**config.mk**
```make
export PLATFORM = sky130hd
export DESIGN_NAME = matrix_add_sequencer
export DESIGN_NICKNAME = d
export VERILOG_FILES = /design/src/rtl/matrix_add_sequencer.sv
export SDC_FILE = /design/constraint.sdc
export NUM_CORES = 1
export LEC_CHECK = 0
export CAP_MARGIN = 20
export CORE_AREA = 4 4 241 243
export CTS_CLUSTER_DIAMETER = 150
export DETAILED_ROUTE_END_ITERATION = 6
export DIE_AREA = 0 0 245 247
export GPL_TIMING_DRIVEN = 0
export HOLD_SLACK_MARGIN = 0.03
export PLACE_DENSITY = 0.73
export SYNTH_ARGS = -nofsm -noshare
export SYNTH_HDL_FRONTEND = slang
export SYNTH_SLANG_ARGS = --single-unit
```
**constraint.sdc**
```tcl
create_clock -name clk -period 7 [get_ports clk]
set_input_delay 0.7 -clock clk [delete_from_list [all_inputs] [get_ports clk]]
set_output_delay 0.7 -clock clk [all_outputs]
set_load 0.05 [all_outputs]
```
**src/rtl/matrix_add_sequencer.sv**
```systemverilog
// Front-end sequencer for the matrix-add unit: loads A and B element by element,
// runs the combinational adder for one cycle, then streams the result back out.
module matrix_add_sequencer #(
    parameter int ELEM_W    = 8,
    parameter int MAX_ELEMS = 25
) (
    input  logic                          clk,
    input  logic                          reset,
    input  logic                          start,
    input  logic [1:0]                    matrix_size,
    input  logic [ELEM_W-1:0]             in_data,
    input  logic                          in_valid,
    output logic                          in_ready,
    output logic [ELEM_W*MAX_ELEMS-1:0]   adder_matrix_A,
    output logic [ELEM_W*MAX_ELEMS-1:0]   adder_matrix_B,
    output logic [1:0]                    adder_matrix_size,
    input  logic [ELEM_W*MAX_ELEMS-1:0]   adder_result,
    input  logic                          adder_overflow,
    output logic [ELEM_W-1:0]             out_data,
    output logic                          out_valid,
    input  logic                          out_ready,
    output logic                          busy,
    output logic                          done,
    output logic                          overflow
);

    localparam int MW = ELEM_W * MAX_ELEMS;
    localparam int CW = $clog2(MAX_ELEMS);

    localparam logic [2:0] S_IDLE   = 3'd0;
    localparam logic [2:0] S_LOAD_A = 3'd1;
    localparam logic [2:0] S_LOAD_B = 3'd2;
    localparam logic [2:0] S_EXEC   = 3'd3;
    localparam logic [2:0] S_DRAIN  = 3'd4;
    localparam logic [2:0] S_DONE   = 3'd5;

    logic [2:0]    state_q, state_d;
    logic [CW-1:0] cnt_q, cnt_d;
    logic [MW-1:0] a_q, a_d;
    logic [MW-1:0] b_q, b_d;
    logic [MW-1:0] res_q, res_d;
    logic [1:0]    size_q, size_d;
    logic          ovf_q, ovf_d;
    logic [CW-1:0] last_idx;

    always_comb begin
        case (size_q)
            2'b00:   last_idx = CW'(3);
            2'b01:   last_idx = CW'(8);
            2'b10:   last_idx = CW'(15);
            default: last_idx = CW'(24);
        endcase
    end

    always_comb begin
        state_d = state_q;
        cnt_d   = cnt_q;
        a_d     = a_q;
        b_d     = b_q;
        res_d   = res_q;
        size_d  = size_q;
        ovf_d   = ovf_q;
        case (state_q)
            S_IDLE: begin
                if (start) begin
                    size_d  = matrix_size;
                    a_d     = '0;
                    b_d     = '0;
                    res_d   = '0;
                    ovf_d   = 1'b0;
                    cnt_d   = '0;
                    state_d = S_LOAD_A;
                end
            end
            S_LOAD_A: begin
                if (in_valid) begin
                    a_d[cnt_q*ELEM_W +: ELEM_W] = in_data;
                    if (cnt_q == last_idx) begin
                        cnt_d   = '0;
                        state_d = S_LOAD_B;
                    end else begin
                        cnt_d = cnt_q + CW'(1);
                    end
                end
            end
            S_LOAD_B: begin
                if (in_valid) begin
                    b_d[cnt_q*ELEM_W +: ELEM_W] = in_data;
                    if (cnt_q == last_idx) begin
                        cnt_d   = '0;
                        state_d = S_EXEC;
                    end else begin
                        cnt_d = cnt_q + CW'(1);
                    end
                end
            end
            S_EXEC: begin
                res_d   = adder_result;
                ovf_d   = adder_overflow;
                cnt_d   = '0;
                state_d = S_DRAIN;
            end
            S_DRAIN: begin
                if (out_ready) begin
                    if (cnt_q == last_idx) begin
                        cnt_d   = '0;
                        state_d = S_DONE;
                    end else begin
                        cnt_d = cnt_q + CW'(1);
                    end
                end
            end
            S_DONE:  state_d = S_IDLE;
            default: state_d = S_IDLE;
        endcase
    end

    always_ff @(posedge clk) begin
        if (reset) begin
            state_q <= S_IDLE;
            cnt_q   <= '0;
            a_q     <= '0;
            b_q     <= '0;
            res_q   <= '0;
            size_q  <= '0;
            ovf_q   <= 1'b0;
        end else begin
            state_q <= state_d;
            cnt_q   <= cnt_d;
            a_q     <= a_d;
            b_q     <= b_d;
            res_q   <= res_d;
            size_q  <= size_d;
            ovf_q   <= ovf_d;
        end
    end

    // All handshake/status outputs decode from the registered state only.
    assign in_ready          = (state_q == S_LOAD_A) || (state_q == S_LOAD_B);
    assign out_valid         = (state_q == S_DRAIN);
    assign out_data          = (state_q == S_DRAIN) ? res_q[cnt_q*ELEM_W +: ELEM_W] : '0;
    assign busy              = (state_q != S_IDLE);
    assign done              = (state_q == S_DONE);
    assign overflow          = ovf_q;
    assign adder_matrix_A    = a_q;
    assign adder_matrix_B    = b_q;
    assign adder_matrix_size = size_q;

endmodule

```
==> summary.txt <==
Timing
  • Max-slew violation count: 0
  • RSZ-0062 raised after global routing: no
  • Final worst path period share: 0.736
  • Worst-margin pin slew: 1.07 ns
  • Endpoints failing hold: 0
  • Skew final: 0.0148 ns
  • Tmin final: ~5 ns
  • Final TNS setup: 0 ns
  • Slew HR: 0.286
  • Max Freq: 194 MHz
  • Final setup fails: 0

Synthesis
  • Synth Warn #: 0
  • Cells after Synth: between 2000 and 2500
  • Count leader, synth: dfxtp_1
  • Register area share after synthesis: 0.548
  • Synthesized area: 0.0223 sq mm
  • Top post-synthesis cells by count: dfxtp_1, nor2_1, a22o_1
  • Area leader, netlist: dfxtp_1
  • Ys async rst share: 0
  • Syn nets: between 2000 and 2500
  • Number of distinct library cells after synthesis: 66
  • Flops & latches, synth: 611
  • Most used DFF post-synth: dfxtp_1
  • Average size of a mapped cell: 10.9 sq um
  • Synth area leaders: dfxtp_1, a22o_1, a22oi_1, o2bb2ai_1, nor2_1
  • Yosys top cell area share: 0.548
  • EDFF count, synth: 0

Clock network
  • H-tree depth: 2
  • Clk slew on worst S/H paths: ~0.06 ns
  • Worst-Skew Late Latency: approximately 0.62 ns
  • Sinks on Clock Net: 611
  • Setup bufs post-CTS: 0
  • Cts hold-fix bufs: 0
  • CTS tree: built
  • Post_cts resized: 0
  • Clock Tree Root: clkbuf_16
  • Clock Path Buffers: 3
  • TritonCTS Buffers: 60

Global routing
  • Initial antenna violation count: 7
  • GRT Util Overall: 0.289
  • First-pass GRT wire length: between 100 and 150 mm
  • Largest net degree at the start of global routing: 17
  • Grt total ovfl: 0
  • Vias in the first global route: 20700

Setup path
  • Setup Crit Path Kind: reg2reg
  • Worst endpoint required time: 7.52 ns
  • Crit-path max cell delay: 0.77 ns
  • Worst setup SP type: flip-flop
  • CP max stage cell: nor4_1
  • CP Cell Sequence: buf_6, buf_4, buf_2, buf_1, inv_1, ha_1, buf_2, inv_1, nor3_1, ha_1, buf_2, inv_1, clkbuf_1, nor4_1, a21oi_1, a22o_1
  • CP delay by family, top: buffers and inverters
  • Buf/Inv on CP: 10
  • CP Max Fanout: 10
  • Crit end category: flip-flop
  • Arrival time worst endpoint: between 5 and 6 ns

Route
  • Initial drt markers: a little under 2000
  • Via count: 21000
  • WL/cell: 26.1 um
  • Pre-antenna DRT Iters: 6
  • Number of remaining DRC errors: 0
  • Vias/cell: a little under 6
  • DRT antenna net count: 0
  • Final Routed Wirelength: 92.6 mm

Finish
  • Fraction of layout cells with a size suffix above 1: 0.0829
  • Nets: 2954
  • Area grow syn2layout: 42.2%

Pwr
  • LEAKAGE: ~11 nW
  • Pwr/cell area: around 230 mW/mm^2
  • Overall power: roughly 7.4 mW
  • IR drop worst, VDD: 0.199 mV

Flow run
  • Max Cap Viol: 0

Floorplanning
  • Die X: approximately 250 um
  • FP Rows: between 80 and 90
  • Die Ht: between 200 and 250 um
  • Die ar.: 0.0605 sq mm
  • Top Ports: around 630
  • Initial core utilization: 0.399
  • CORE AREA: approximately 0.056 sq mm

Placement
  • Post-DP HPWL: around 73 mm
  • Port Buffers: 629
  • Final GP Congestion: between 0.9 and 1

Worst hold path
  • Worst hold path type: reg2reg

Run status
  • Run status: finished clean
[metal layers]
layer	routed length, um	global-route usage	vias up
li1	-	-	9248
met1	33800	0.330	10200
met2	45800	0.512	1235
met3	8340	0.0655	231
met4	4610	0.139	0
met5	0	0	-
[layout make-up]
class / count / area (sq um)
sequential: 611 / 12200
clock inverter: 32 / 422
inverter: 17 / 63.8
multi-input combinational: 1264 / 9390
timing repair buffer: 630 / 6300
buffer: 151 / 632
fill: 4663 / 24200
clock buffer: 82 / 1710
antenna: 8 / 20.0
tap: 756 / 946
[cells in the final DEF (no fill, tap or decap), types with 13 or more instances in the layout]
master / n
a21oi_1: 38
a22o_1: 264
a22oi_1: 204
a31oi_1: 14
buf_2: 27
clkbuf_1: 120
clkbuf_16: 60
clkbuf_8: 13
clkdlybuf4s50_1: 629
dfxtp_1: 611
inv_1: 16
mux4_2: 48
nand2_1: 44
nand3_1: 34
nor2_1: 289
nor3_1: 35
o2bb2ai_1: 126
[stage by stage]
stage / hold WS, ns / utilization / worst slack (ns) / std cells / area (sq um)
2_1_floorplan: 0.471 / - / 2.36 / 2043 / 22300
3_3_place_gp: 0.445 / 0.528 / 1.78 / 3428 / 29600
3_5_place_dp: 0.445 / 0.529 / 2.01 / 3429 / 29600
4_1_cts: 0.463 / 0.567 / 1.96 / 3543 / 31700
5_1_grt: 0.476 / 0.567 / 1.63 / 3549 / 31700
6_report: 0.464 / 0.567 / 1.85 / 3551 / 31700
[registers in the layout, indices dropped and copies added, names as in the netlist]
name,flops
adder_matrix_B,200
adder_matrix_A,200
adder_matrix_size,2
overflow,1
res_q,200
state_q,3
cnt_q,5
[cell families (layout without fill, tap and decap cells)]
family          count (synthesis)  in the layout  synth area share
compound gates                700            700             0.255
xor+xnor                        4              4           0.00191
fa+ha+maj                       3              3           0.00168
buf+inv                       168            912            0.0312
flops                         611            611             0.548
mux                            69             69            0.0584
other cells                     0              8                 0
simple gates                  488            488             0.103
[report_power, final]
part           switching [mW]  internal, mW
clock                    1.44          2.02
combinational           0.301         0.166
sequential            0.00326          3.48
[path summary, 6_finish.rpt]
kind / from / to / slack [ns] / depth (start not counted)
worst max-delay path: cnt_q[1] / adder_matrix_B[91] / 1.85 / 16
worst min register to register: adder_matrix_A[187] / adder_matrix_A[187] / 0.46 / 1
worst max register to register: cnt_q[1] / adder_matrix_B[91] / 1.85 / 16
worst min-delay path: adder_matrix_A[187] / adder_matrix_A[187] / 0.46 / 1
Note: power is estimated with default switching activity, not from simulation.
